--- src/rtl/alu_pkg.sv ---
// Shared definitions for the 8-bit ALU sequencer: opcodes, FSM states and
// flag bit positions within the F byte.
package alu_pkg;

  localparam int ALU_OP_W = 3;

  localparam logic [ALU_OP_W-1:0] OP_ADD = 3'd0;
  localparam logic [ALU_OP_W-1:0] OP_ADC = 3'd1;
  localparam logic [ALU_OP_W-1:0] OP_SUB = 3'd2;
  localparam logic [ALU_OP_W-1:0] OP_SBC = 3'd3;
  localparam logic [ALU_OP_W-1:0] OP_AND = 3'd4;
  localparam logic [ALU_OP_W-1:0] OP_XOR = 3'd5;
  localparam logic [ALU_OP_W-1:0] OP_OR  = 3'd6;
  localparam logic [ALU_OP_W-1:0] OP_CP  = 3'd7;

  typedef enum logic [1:0] {
    ST_IDLE = 2'd0,
    ST_LO   = 2'd1,
    ST_HI   = 2'd2,
    ST_DONE = 2'd3
  } state_t;

  localparam int FLAG_Z = 7;
  localparam int FLAG_N = 6;
  localparam int FLAG_H = 5;
  localparam int FLAG_C = 4;

  // Arithmetic ops propagate carry/borrow between nibbles; logical ops do not.
  function automatic logic is_arith(input logic [ALU_OP_W-1:0] op);
    return (op == OP_ADD) || (op == OP_ADC) || (op == OP_SUB) ||
           (op == OP_SBC) || (op == OP_CP);
  endfunction

endpackage

--- src/rtl/alu8_opmap.sv ---
// Combinational opcode mapper: chooses the nibble ALU opcode and carry-in for
// each pass, and derives the N/H/C flag values for the 8-bit result.
module alu8_opmap
  import alu_pkg::*;
(
  input  logic [ALU_OP_W-1:0] op,
  input  logic                phase_hi,
  input  logic                cf,
  input  logic                lo_c,
  input  logic                hi_c,
  output logic [ALU_OP_W-1:0] nib_op,
  output logic                nib_cin,
  output logic                flag_n,
  output logic                flag_h,
  output logic                flag_c
);

  // Low pass uses the requested op; high pass chains the low-nibble carry.
  always_comb begin
    nib_op  = op;
    nib_cin = 1'b0;
    unique case (op)
      OP_ADD: begin
        nib_op  = phase_hi ? OP_ADC : OP_ADD;
        nib_cin = phase_hi ? lo_c : 1'b0;
      end
      OP_ADC: begin
        nib_op  = OP_ADC;
        nib_cin = phase_hi ? lo_c : cf;
      end
      OP_SUB: begin
        nib_op  = phase_hi ? OP_SBC : OP_SUB;
        nib_cin = phase_hi ? lo_c : 1'b0;
      end
      OP_SBC: begin
        nib_op  = OP_SBC;
        nib_cin = phase_hi ? lo_c : cf;
      end
      OP_CP: begin
        nib_op  = OP_CP;
        nib_cin = phase_hi ? lo_c : 1'b0;
      end
      default: begin
        nib_op  = op;
        nib_cin = 1'b0;
      end
    endcase
  end

  // Flag rules: N marks subtraction, H is the inter-nibble carry (or 1 for AND).
  always_comb begin
    flag_n = (op == OP_SUB) || (op == OP_SBC) || (op == OP_CP);
    flag_h = is_arith(op) ? lo_c : (op == OP_AND);
    flag_c = is_arith(op) ? hi_c : 1'b0;
  end

endmodule

--- src/rtl/alu8_nibble_seq.sv ---
// 8-bit ALU sequencer: runs each operation as two passes (low nibble, then
// high nibble) through an external 4-bit nibble ALU and returns the byte
// result with Z/N/H/C over a valid/ready handshake.
// Optional macro ALU8_BACK2BACK_EN: accept the next request in DONE while the
// current result is being consumed, giving one op every 3 cycles.
module alu8_nibble_seq
  import alu_pkg::*;
#(
  parameter int OP_W = 3
) (
  input  logic            clk,
  input  logic            rst_n,
  input  logic            in_valid,
  output logic            in_ready,
  input  logic [7:0]      in_a,
  input  logic [7:0]      in_b,
  input  logic [OP_W-1:0] in_op,
  input  logic            in_cf,
  output logic            out_valid,
  input  logic            out_ready,
  output logic [7:0]      out_res,
  output logic            out_z,
  output logic            out_n,
  output logic            out_h,
  output logic            out_c,
  output logic [3:0]      nib_a,
  output logic [3:0]      nib_b,
  output logic [2:0]      nib_op,
  output logic            nib_cin,
  input  logic [3:0]      nib_out,
  input  logic            nib_z,
  input  logic            nib_c
);

  state_t          state_q, state_d;
  logic            out_valid_q, out_valid_d;
  logic [7:0]      res_q, res_d;
  logic [7:4]      flags_q, flags_d;
  logic [3:0]      nib_a_q, nib_a_d, nib_b_q, nib_b_d;
  logic [2:0]      nib_op_q, nib_op_d;
  logic            nib_cin_q, nib_cin_d;
  logic [3:0]      a_hi_q, a_hi_d, b_hi_q, b_hi_d;
  logic [OP_W-1:0] op_q, op_d;
  logic            lo_z_q, lo_z_d, lo_c_q, lo_c_d;

  logic            accept;
  logic            in_flight;
  logic [2:0]      map_op, map_nib_op;
  logic            map_cin, map_n, map_h, map_c;

  // Accept in IDLE; optionally also in DONE when the result is being taken.
  always_comb begin
`ifdef ALU8_BACK2BACK_EN
    in_ready = (state_q == ST_IDLE) || ((state_q == ST_DONE) && out_ready);
`else
    in_ready = (state_q == ST_IDLE);
`endif
  end

  assign accept    = in_valid && in_ready;
  assign in_flight = (state_q == ST_LO) || (state_q == ST_HI);
  assign map_op    = in_flight ? op_q : in_op;

  // In LO the mapper prepares the high pass (lo_c is the live nibble carry);
  // in HI it evaluates flags from the latched lo_c and the live high carry.
  alu8_opmap u_opmap (
    .op       (map_op),
    .phase_hi (state_q == ST_LO),
    .cf       (in_cf),
    .lo_c     ((state_q == ST_LO) ? nib_c : lo_c_q),
    .hi_c     (nib_c),
    .nib_op   (map_nib_op),
    .nib_cin  (map_cin),
    .flag_n   (map_n),
    .flag_h   (map_h),
    .flag_c   (map_c)
  );

  // Next-state and next-output logic for the sequencer.
  always_comb begin
    state_d     = state_q;
    out_valid_d = out_valid_q;
    res_d       = res_q;
    flags_d     = flags_q;
    nib_a_d     = nib_a_q;
    nib_b_d     = nib_b_q;
    nib_op_d    = nib_op_q;
    nib_cin_d   = nib_cin_q;
    a_hi_d      = a_hi_q;
    b_hi_d      = b_hi_q;
    op_d        = op_q;
    lo_z_d      = lo_z_q;
    lo_c_d      = lo_c_q;
    unique case (state_q)
      ST_IDLE: ;
      ST_LO: begin
        res_d[3:0] = nib_out;
        lo_z_d     = nib_z;
        lo_c_d     = nib_c;
        nib_a_d    = a_hi_q;
        nib_b_d    = b_hi_q;
        nib_op_d   = map_nib_op;
        nib_cin_d  = map_cin;
        state_d    = ST_HI;
      end
      ST_HI: begin
        res_d[7:4]      = nib_out;
        flags_d[FLAG_Z] = lo_z_q & nib_z;
        flags_d[FLAG_N] = map_n;
        flags_d[FLAG_H] = map_h;
        flags_d[FLAG_C] = map_c;
        nib_a_d         = 4'h0;
        nib_b_d         = 4'h0;
        nib_op_d        = 3'd0;
        nib_cin_d       = 1'b0;
        out_valid_d     = 1'b1;
        state_d         = ST_DONE;
      end
      ST_DONE: begin
        if (out_ready) begin
          out_valid_d = 1'b0;
          state_d     = ST_IDLE;
        end
      end
      default: state_d = ST_IDLE;
    endcase
    // Acceptance overrides the IDLE/DONE defaults and loads the low pass.
    if (accept) begin
      a_hi_d    = in_a[7:4];
      b_hi_d    = in_b[7:4];
      op_d      = in_op;
      nib_a_d   = in_a[3:0];
      nib_b_d   = in_b[3:0];
      nib_op_d  = map_nib_op;
      nib_cin_d = map_cin;
      state_d   = ST_LO;
    end
  end

  // Control state and registered outputs, cleared by asynchronous reset.
  always_ff @(posedge clk or negedge rst_n) begin
    if (!rst_n) begin
      state_q     <= ST_IDLE;
      out_valid_q <= 1'b0;
      res_q       <= 8'h00;
      flags_q     <= 4'h0;
      nib_a_q     <= 4'h0;
      nib_b_q     <= 4'h0;
      nib_op_q    <= 3'd0;
      nib_cin_q   <= 1'b0;
    end else begin
      state_q     <= state_d;
      out_valid_q <= out_valid_d;
      res_q       <= res_d;
      flags_q     <= flags_d;
      nib_a_q     <= nib_a_d;
      nib_b_q     <= nib_b_d;
      nib_op_q    <= nib_op_d;
      nib_cin_q   <= nib_cin_d;
    end
  end

  // Operand and intermediate-carry holding registers; only read while in flight.
  always_ff @(posedge clk) begin
    a_hi_q <= a_hi_d;
    b_hi_q <= b_hi_d;
    op_q   <= op_d;
    lo_z_q <= lo_z_d;
    lo_c_q <= lo_c_d;
  end

  assign out_valid = out_valid_q;
  assign out_res   = res_q;
  assign out_z     = flags_q[FLAG_Z];
  assign out_n     = flags_q[FLAG_N];
  assign out_h     = flags_q[FLAG_H];
  assign out_c     = flags_q[FLAG_C];
  assign nib_a     = nib_a_q;
  assign nib_b     = nib_b_q;
  assign nib_op    = nib_op_q;
  assign nib_cin   = nib_cin_q;

endmodule

--- config.mk ---
export PLATFORM = sky130hd
export DESIGN_NAME = alu8_nibble_seq
export DESIGN_NICKNAME = d
export VERILOG_FILES = /design/src/rtl/alu_pkg.sv /design/src/rtl/alu8_opmap.sv /design/src/rtl/alu8_nibble_seq.sv
export SDC_FILE = /design/constraint.sdc
export NUM_CORES = 1
export LEC_CHECK = 0
export ABC_AREA = 1
export CAP_MARGIN = 5
export CORE_ASPECT_RATIO = 0.9
export CORE_MARGIN = 10
export CORE_UTILIZATION = 35
export DETAILED_ROUTE_END_ITERATION = 8
export PLACE_DENSITY = 0.78
export SLEW_MARGIN = 25
export SYNTH_ARGS = -nofsm -noshare
export SYNTH_HDL_FRONTEND = slang
export SYNTH_SLANG_ARGS = --single-unit
--- constraint.sdc ---
create_clock -name clk -period 1.38 [get_ports clk]
set_input_delay 0.414 -clock clk [delete_from_list [all_inputs] [get_ports clk]]
set_output_delay 0.414 -clock clk [all_outputs]
set_load 0.01 [all_outputs]
==> out/results.tsv, run 1 <==
metric	value	unit
synth_area	1730	µm²
final_layout_size_suffix_gt1_frac	0.287	
worstMarginPinSlew	213	ps
arrival	1610	ps
whs_path_depth	2	
port_buffers	55	
area_growth_syn_to_layout	66.5	%
ys_ff_latch	40	
critPathTopFamily	flip-flops	
drtAntennaViolNets	0	
ff2ff_path_depth	7	
power	7.26	mW
first_iter_violations	72	
hold_viol_final	0	
syn-instance-count	173	
p_leak	1.29	nW
timing.fmax	691	MHz
worstReg2RegStart	state_q[1]	
rsz0062_at_grt	true	
clkTransAtPathRegs	80	ps
synth.area.top_cells	dfrtp_1, edfxtp_1, nand2_1, ha_1, nand3_1	
setup_violations	4	
vdd_drop_max	0.00156	V
vias	1476	
clkSinkCount	40	
drc	0	
cpMaxStageDelayCell	dfrtp_1	
crit_required	1540	ps
whs_endpoint	lo_c_q	
grt_pass1_vias	1508	
critPathLaunchType	register	
pre_cts_ws	-234	ps
finish.utilization	0.599	
die-area	8160	µm²
finalCritPeriodShare	1.05	
h-tree-depth	2	
cap_violations	0	
fin_crit	1450	ps
start_util	0.360	
critical_path.most_common_cell	buf_4	
cts_tree	done	
cp_cell_sequence	buf_4, ha_1, nand2_1, o211ai_1, buf_4, o21ai_1, o21ai_0	
cts_buffers	5	
synth_simple_gate_area_frac	0.228	
clk_latency	290	ps
hp-class	register to register	
clock-root-buffer	clkbuf_8	
max_stage_delay	400	ps
cts_hold_buffers	0	
synth_top_family_by_area	simple AND/OR/NAND/NOR gates	
ys_seq_area_frac	0.611	
synth_cell_types	26	
critPathMaxFanout	4	
drv_slew	0	
coreArea	4800	µm²
io_pins	56	
grt_pass1_wl	7260	µm
synth_fa_ha_area_frac	0.0362	
p_per_area	2520	nW/µm²
antenna_cells	0	
dp_hpwl	3330	µm
synth-compound-area-share	0.0832	
min_from	lo_c_q	
worstSetupPathType	register to register	
synth_fp_nets	208	
cp.depth	7	
yosysWarningCount	0	
wirelength	4850	µm
synth_top_area_cell	dfrtp_1	
fin_worst_skew	11.0	ps
antenna_found_initial	0	
setup_tns	-134	ps
drtPass1Iterations	4	
worst_hold_slack	451	ps
status	finished, violations left	
place_congestion	0.818	
relSlewSlack	0.858	
violations	negative setup slack	
viasPerCell	4.57	
wire_per_inst	15.0	µm
synth-xor-area-share	0	
die_y	86.7	µm
rr_endpoint	state_q[0]	
end_kind	register	
syn_avg_cell_area	10.0	µm²
synth_top_cell_area_share	0.391	
setup_ws	-67.6	ps
ff2ff_setup_slack	-70	ps
grtUsageTotal	0.112	
crit_buf_inv	2	
clockBufferDepth	2	
overflow	0	
muxShareOfSynthArea	0	
grt_max_degree	28	
fin_nets	292	
die-width	94.1	µm
rows	24	
-- through the flow --
step	std cells	cell area, µm²
2_1_floorplan	173	1740
3_3_place_gp	307	2520
3_5_place_dp	307	2520
4_1_cts	318	2710
5_1_grt	323	2880
6_report	323	2880
-- synth_stat cells --
library cell	number
o21a_1	1
a21oi_1	2
nor2_1	9
a31oi_1	6
nand3_1	11
inv_2	3
inv_1	5
dfxtp_1	1
a31oi_2	2
ha_1	5
inv_4	1
or2_0	1
clkbuf_1	1
nand3_4	1
edfxtp_1	12
o211ai_1	2
dfrtp_1	27
o21ai_0	3
nand4_1	1
a22o_1	2
buf_2	2
nand2_1	70
o21ai_4	1
buf_4	1
buf_8	1
nor2_2	2
-- routing by layer --
metal,track usage,vias up,wire (µm)
li1,-,737,-
met1,0.131,686,1900
met2,0.190,49,2530
met3,0.0432,4,381
met4,0.0248,0,32
met5,0,-,0
-- kinds of logic (layout without fill, tap and decap cells) --
group	after synthesis	in the layout
compound gates	19	19
fa+ha+maj	5	5
buf+inv	14	99
simple gates	95	95
flops	40	40
-- how the worst max path moves through the flow --
stage / from / end / slack [ps]
floorplan: state_q[0] / flags_q[5] / -30
global placement: in_valid / nib_b[3] / -180
detailed placement: in_valid / state_q[1] / -230
CTS: state_q[1] / in_ready / -30
global route: state_q[1] / state_q[0] / -150
finish: state_q[1] / state_q[0] / -70
-- worst min-delay path, stage by stage, from the launching register on --
cell,delay [ps]
dfxtp_1,320
nand2_1,50
nand2_1,60
-- where the power goes --
group          switching, mW  internal [mW]  leakage, nW
registers              0.237           1.72        0.449
clock network          0.397          0.650       0.0636
logic                   2.23           2.03        0.777
-- area by class of cell --
type / count / area [µm²]
clock buffer: 7 / 97.6
clock inverter: 1 / 30.0
fill: 403 / 1930
inverter: 9 / 53.8
multi-input combinational: 119 / 757
sequential: 40 / 1060
tap: 65 / 81.3
timing repair buffer: 82 / 803
-- state kept, by name, indices dropped and copies added (netlist names), 2 cells and up --
| name | count |
|---|---|
| a_hi_q | 4 |
| b_hi_q | 4 |
| flags_q | 4 |
| nib_a | 4 |
| nib_b | 4 |
| nib_op | 3 |
| op_q | 3 |
| out_res | 8 |
| state_q | 2 |
-- what timing repair did --
action,4_1_cts,5_1_grt
pin swaps,2,3
endpoints found under the setup margin,60,41
gates cloned,0,2
setup buffers,4,3
gates resized for setup,61,54
-- cell usage in the layout, fill, tap and decap left out, drive strengths merged --
cell,n
clkbuf,11
o21ai,4
inv,9
dfrtp,27
buf,28
nand3,12
nand2,70
dfxtp,1
a21oi,2
edfxtp,12
nor2,11
bufinv,1
ha,5
a31oi,8
or2,1
o211ai,2
o21a,1
a22o,2
nand4,1
clkdlybuf4s15,21
clkdlybuf4s50,29
(Power assumes the default switching activity.)
==> run 2, diff against run 1 <==
DONT_BUFFER_PORTS = 1   (was not set)
PLACE_DENSITY = 0.61   (was 0.78)
clock period = 1.75 ns   (was 1.38 ns; I/O delays follow)
==> run 2 against run 1 <==
  * The run now ends clean
  * Clock power is 27% lower
  * Register-to-register slack improved by 270 ps
  * Setup slack improved by 140 ps
  * Via count is 19% lower
  * Wire length fell by 16%
  * Sequential share of layout area rose by 17 points
  * Core utilization down 19 points
  * First-iteration DRC count is 25% lower
  * Largest power group is now sequential cells
==> out/results.tsv, run 2 (synthesis gave the netlist of run 1 again) <==
metric	value	unit	change
place_congestion	0.822		was 0.818
cts_buffers	5		unchanged
arrival	1150	ps	was 1610 ps
rr_endpoint	state_q[0]		unchanged
ff2ff_setup_slack	200	ps	was -70 ps
fin_crit	1680	ps	
wirelength	4060	µm	was 4850 µm
critPathMaxFanout	4		unchanged
intPower	2.39	mW	was 4.40 mW
clock-root-buffer	clkbuf_8		unchanged
grt_max_degree	28		unchanged
clkPwrFrac	0.186		was 0.144
worst_hold_slack	42.4	ps	was 451 ps
worstReg2RegStart	state_q[1]		unchanged
die_y	86.7	µm	unchanged
setup_violations	0		was 4
regArea	1060	µm²	unchanged
swShare	0.422		was 0.394
layout_common_cells	nand2_1, dfrtp_1, edfxtp_1		was nand2_1, clkdlybuf4s50_1, dfrtp_1
cts_tree	done		unchanged
final_layout_size_suffix_gt1_frac	0.174		was 0.287
coreArea	4800	µm²	unchanged
wire_per_inst	16.3	µm	was 15.0 µm
start_util	0.360		unchanged
switching_power	1.75	mW	was 2.86 mW
p_seq_frac	0.420		was 0.269
drv_slew	0		unchanged
first_iter_violations	54		was 72
setup_tns	0	ps	was -134 ps
vdd_drop_max	0.000718	V	was 0.00156 V
antenna_found_initial	0		unchanged
dp_cells	239		was 307
drc	0		unchanged
rsz0062_at_grt	false		was true
worstSetupPathType	register to primary output		was register to register
relSlewSlack	0.804		was 0.858
dp_hpwl	3100	µm	was 3330 µm
largest_register_ffs	8		unchanged
p_per_area	2100	nW/µm²	was 2520 nW/µm²
clkSinkCount	40		unchanged
crit_required	1220	ps	was 1540 ps
die-width	94.1	µm	unchanged
hp-class	input pin to asynchronous set/reset pin		was register to register
rows	24		unchanged
vias	1198		was 1476
drtPass1Iterations	6		was 4
clockBufferDepth	2		unchanged
io_pins	56		unchanged
use_met3	0.0536		was 0.0432
finalCritPeriodShare	0.957		
hold_viol_final	0		unchanged
p_leak	0.900	nW	was 1.29 nW
timing.fmax	597	MHz	
die-area	8160	µm²	unchanged
ff2ff_path_depth	6		was 7
stdcell_count	249		was 323
drtAntennaViolNets	0		unchanged
antenna_cells	0		unchanged
h-tree-depth	2		unchanged
status	complete, no violations		was finished, violations left
cap_violations	0		unchanged
end_kind	primary output		was register
grtUsageMet2	0.172		was 0.190
finish.utilization	0.411		was 0.599
fin_worst_skew	3.31	ps	was 11.0 ps
layout_commonest_cell	nand2_1		unchanged
grt.busiest_layer	met2		unchanged
met1_usage	0.108		was 0.131
viasPerCell	4.81		was 4.57
area_growth_syn_to_layout	14.2	%	was 66.5%
clkTransAtPathRegs	80	ps	about the same
multi_input_area	613	µm²	was 757 µm²
port_buffers	0		was 55
overflow	0		unchanged
clk_latency	290	ps	about the same
pwr-share-comb	0.395		was 0.586
grt_pass1_vias	1261		was 1508
critPathLaunchType	register		unchanged
fin_nets	218		was 292
fill_cells	482		was 403
grtUsageTotal	0.104		was 0.112
worstMarginPinSlew	293	ps	was 213 ps
grt_pass1_wl	6530	µm	was 7260 µm
[run 2: layout make-up]
type                            count  area share
Clock buffer                        5      0.0349
Clock inverter                      3      0.0234
Inverter                            9      0.0184
Multi-Input combinational cell    119       0.311
Sequential cell                    40       0.535
Tap cell                           65      0.0412
Timing Repair Buffer                8      0.0368
[run 2: worst max-delay path, cell delays in order (launching register included)]
cell and delay, ps:
dfrtp_1 430, inv_2 90, ha_2 210, buf_4 130
[run 2: what timing repair did]
item,in CTS,in global routing
setup buffers,0,1
setup endpoints to repair,0,17
hold buffers,1,0
resized for setup,0,6
endpoints found under the hold margin,27,0
[run 2: power by group through the flow]
stage               Combinational, mW  Sequential, mW  Clock, mW
finish                           1.63            1.74      0.768
global route                     1.89            1.79      0.818
CTS                              1.60            1.76      0.783
detailed placement               1.57            1.78          0
global placement                 1.54            1.78          0
floorplan                        1.28            1.67          0
[run 2: layer usage]
layer / vias up / wire (µm)
met1: 553 / 1490
met5: - / 0
met4: 0 / 63
met3: 8 / 527
li1: 586 / -
met2: 51 / 1980
[run 2: worst max path at each step]
stage               startpoint  slack (ps)    endpoint  cells past startpoint
floorplan           state_q[0]         240    nib_a[1]                      7
global placement    state_q[1]         120  state_q[1]                      8
detailed placement  state_q[0]          90   nib_op[1]                      6
CTS                 state_q[0]          30    in_ready                      3
global route        state_q[1]         0.3  state_q[0]                      6
finish              state_q[1]          70    in_ready                      3
[run 2: metrics by stage]
step | setup slack, ps | power [mW] | cell area [µm²]
floorplan | 237 | 2.95 | 1730
global placement | 121 | 3.32 | 1820
detailed placement | 88.2 | 3.35 | 1820
CTS | 34.9 | 4.15 | 1950
global route | 0.275 | 4.50 | 1970
finish | 74.5 | 4.14 | 1970
==> run 3, diff against run 2 <==
==> constraint.sdc (replaced) <==
create_clock -name clk -period 1.75 [get_ports clk]
set_input_delay 0.2625 -clock clk [delete_from_list [all_inputs] [get_ports clk]]
set_output_delay 0.2625 -clock clk [all_outputs]
set_load 0.01 [all_outputs]
==> run 3 against run 2 <==
  * First-iteration DRC count increased by 13%
  * Fmax increased by 7.1%
  * Die area unchanged
  * Sequential share of layout area decreased by 0.27 points
  * Non-clock buffer count increased by 1
  * Combinational power about the same
  * Clock power decreased by 0.7%
  * Critical endpoint is now state_q[0]
  * Sequential cell count unchanged
==> out/results.tsv, run 3 (synthesis gave the netlist of run 1 again) <==
metric	value	unit	change
rows	24		unchanged
fill_cells	482		unchanged
drc	0		unchanged
dp_cells	239		unchanged
postPlaceCellArea	1820	µm²	unchanged
fin_crit	1560	ps	was 1680 ps
status	complete, no violations		unchanged
grt_pass1_vias	1269		was 1261
crit_required	1950	ps	was 1220 ps
layout_common_cells	nand2_1, dfrtp_1, edfxtp_1		unchanged
viasPerCell	4.70		was 4.81
pre_cts_ws	88.2	ps	unchanged
finalCritPeriodShare	0.894		was 0.957
area_growth_syn_to_layout	14.8	%	was 14.2%
grtUsageTotal	0.104		about the same
wire_per_inst	16.3	µm	about the same
antenna_found_initial	0		unchanged
h-tree-depth	2		unchanged
largest_register_ffs	8		unchanged
drtPass1Iterations	4		was 6
power	4.14	mW	about the same
fin_area	1980	µm²	was 1970 µm²
drv_slew	0		unchanged
multi_input_area	613	µm²	unchanged
fin_worst_skew	4.33	ps	was 3.31 ps
cap_violations	0		unchanged
port_buffers	0		unchanged
critPathLaunchType	register		unchanged
coreArea	4800	µm²	unchanged
finish.utilization	0.413		was 0.411
start_util	0.360		unchanged
clock-root-buffer	clkbuf_8		unchanged
io_pins	56		unchanged
setup_tns	0	ps	unchanged
relSlewSlack	0.801		was 0.804
cpMaxStageDelayCell	dfrtp_1		unchanged
first_iter_violations	61		was 54
setup_violations	0		unchanged
clkSinkCount	40		unchanged
antenna_cells	0		unchanged
dp_hpwl	3100	µm	unchanged
timing.fmax	639	MHz	was 597 MHz
rsz0062_at_grt	false		unchanged
cp_cell_sequence	inv_2, ha_2, inv_2, o211ai_1, o21ai_0, o21ai_0		was inv_2, ha_2, buf_4
grt_pass1_wl	6590	µm	was 6530 µm
overflow	0		unchanged
clockBufferDepth	2		unchanged
drtAntennaViolNets	0		unchanged
p_per_area	2090	nW/µm²	was 2100 nW/µm²
grt_max_degree	28		unchanged
regArea	1060	µm²	unchanged
place_congestion	0.822		unchanged
fin_nets	219		was 218
cts_tree	done		unchanged
arrival	1760	ps	was 1150 ps
vias	1176		was 1198
hp-class	input pin to register		was input pin to asynchronous set/reset pin
clk_latency	280	ps	was 290 ps
worst_hold_slack	66.3	ps	was 42.4 ps
clkTransAtPathRegs	80	ps	about the same
layout_commonest_cell	nand2_1		unchanged
worstSetupPathType	register to register		was register to primary output
die-area	8160	µm²	unchanged
wirelength	4070	µm	was 4060 µm
stdcell_count	250		was 249
worstMarginPinSlew	297	ps	was 293 ps
hold_viol_final	0		unchanged
cts_buffers	5		unchanged
setup_ws	185	ps	was 74.5 ps
vdd_drop_max	0.000718	V	about the same
die-width	94.1	µm	unchanged
critPathMaxFanout	5		was 4
p_leak	0.904	nW	was 0.900 nW
max_stage_delay	420	ps	was 430 ps
end_kind	register		was primary output
die_y	86.7	µm	unchanged
final_layout_size_suffix_gt1_frac	0.173		was 0.174
==> run 3: cell count changes in the layout (fill, tap and decap cells not counted), sizes merged <==
cell         change
dlygate4sd3      +1
==> run 3: timing repair <==
item | CTS | global route
setup buffers | 0 | 1
hold buffers | 2 | 0
endpoints found under the hold margin | 27 | 0
endpoints found under the setup margin | 0 | 27
resized for setup | 0 | 6
==> run 3: critical path: cells and delay by family, from the launching register on <==
| family | cells | cell delay (ps) |
|---|---|---|
| AO/OA/AOI/OAI | 3 | 530 |
| adder cells (fa/ha/maj) | 1 | 390 |
| flip-flops | 1 | 420 |
| buffers and inverters | 2 | 150 |
==> run 3: layout make-up <==
class	instances	area share
sequential	40	0.532
multi-input combinational	119	0.309
timing repair buffer	9	0.0416
tap	65	0.0410
clock buffer	5	0.0347
clock inverter	3	0.0233
inverter	9	0.0183
==> run 3: worst paths after layout <==
kind,from,end,slack (ps),cells after the start
min,in_op[1],op_q[1],70,0
min in group asynchronous,rst_n,nib_b[2],410,2
max in group asynchronous,rst_n,out_res[6],1180,2
max reg2reg,state_q[1],state_q[0],190,6
max,state_q[1],state_q[0],190,6
min reg2reg,lo_c_q,lo_c_q,460,2
==> run 3: power breakdown <==
part	switching, mW	internal (mW)
combinational	1.03	0.607
sequential	0.380	1.36
clock	0.334	0.430
==> run 3: routing by layer <==
metal	track usage	up-vias	wire, µm
li1	-	587	-
met1	0.110	552	1640
met2	0.172	35	1980
met3	0.0536	2	407
met4	0.0441	0	41
met5	0	-	0
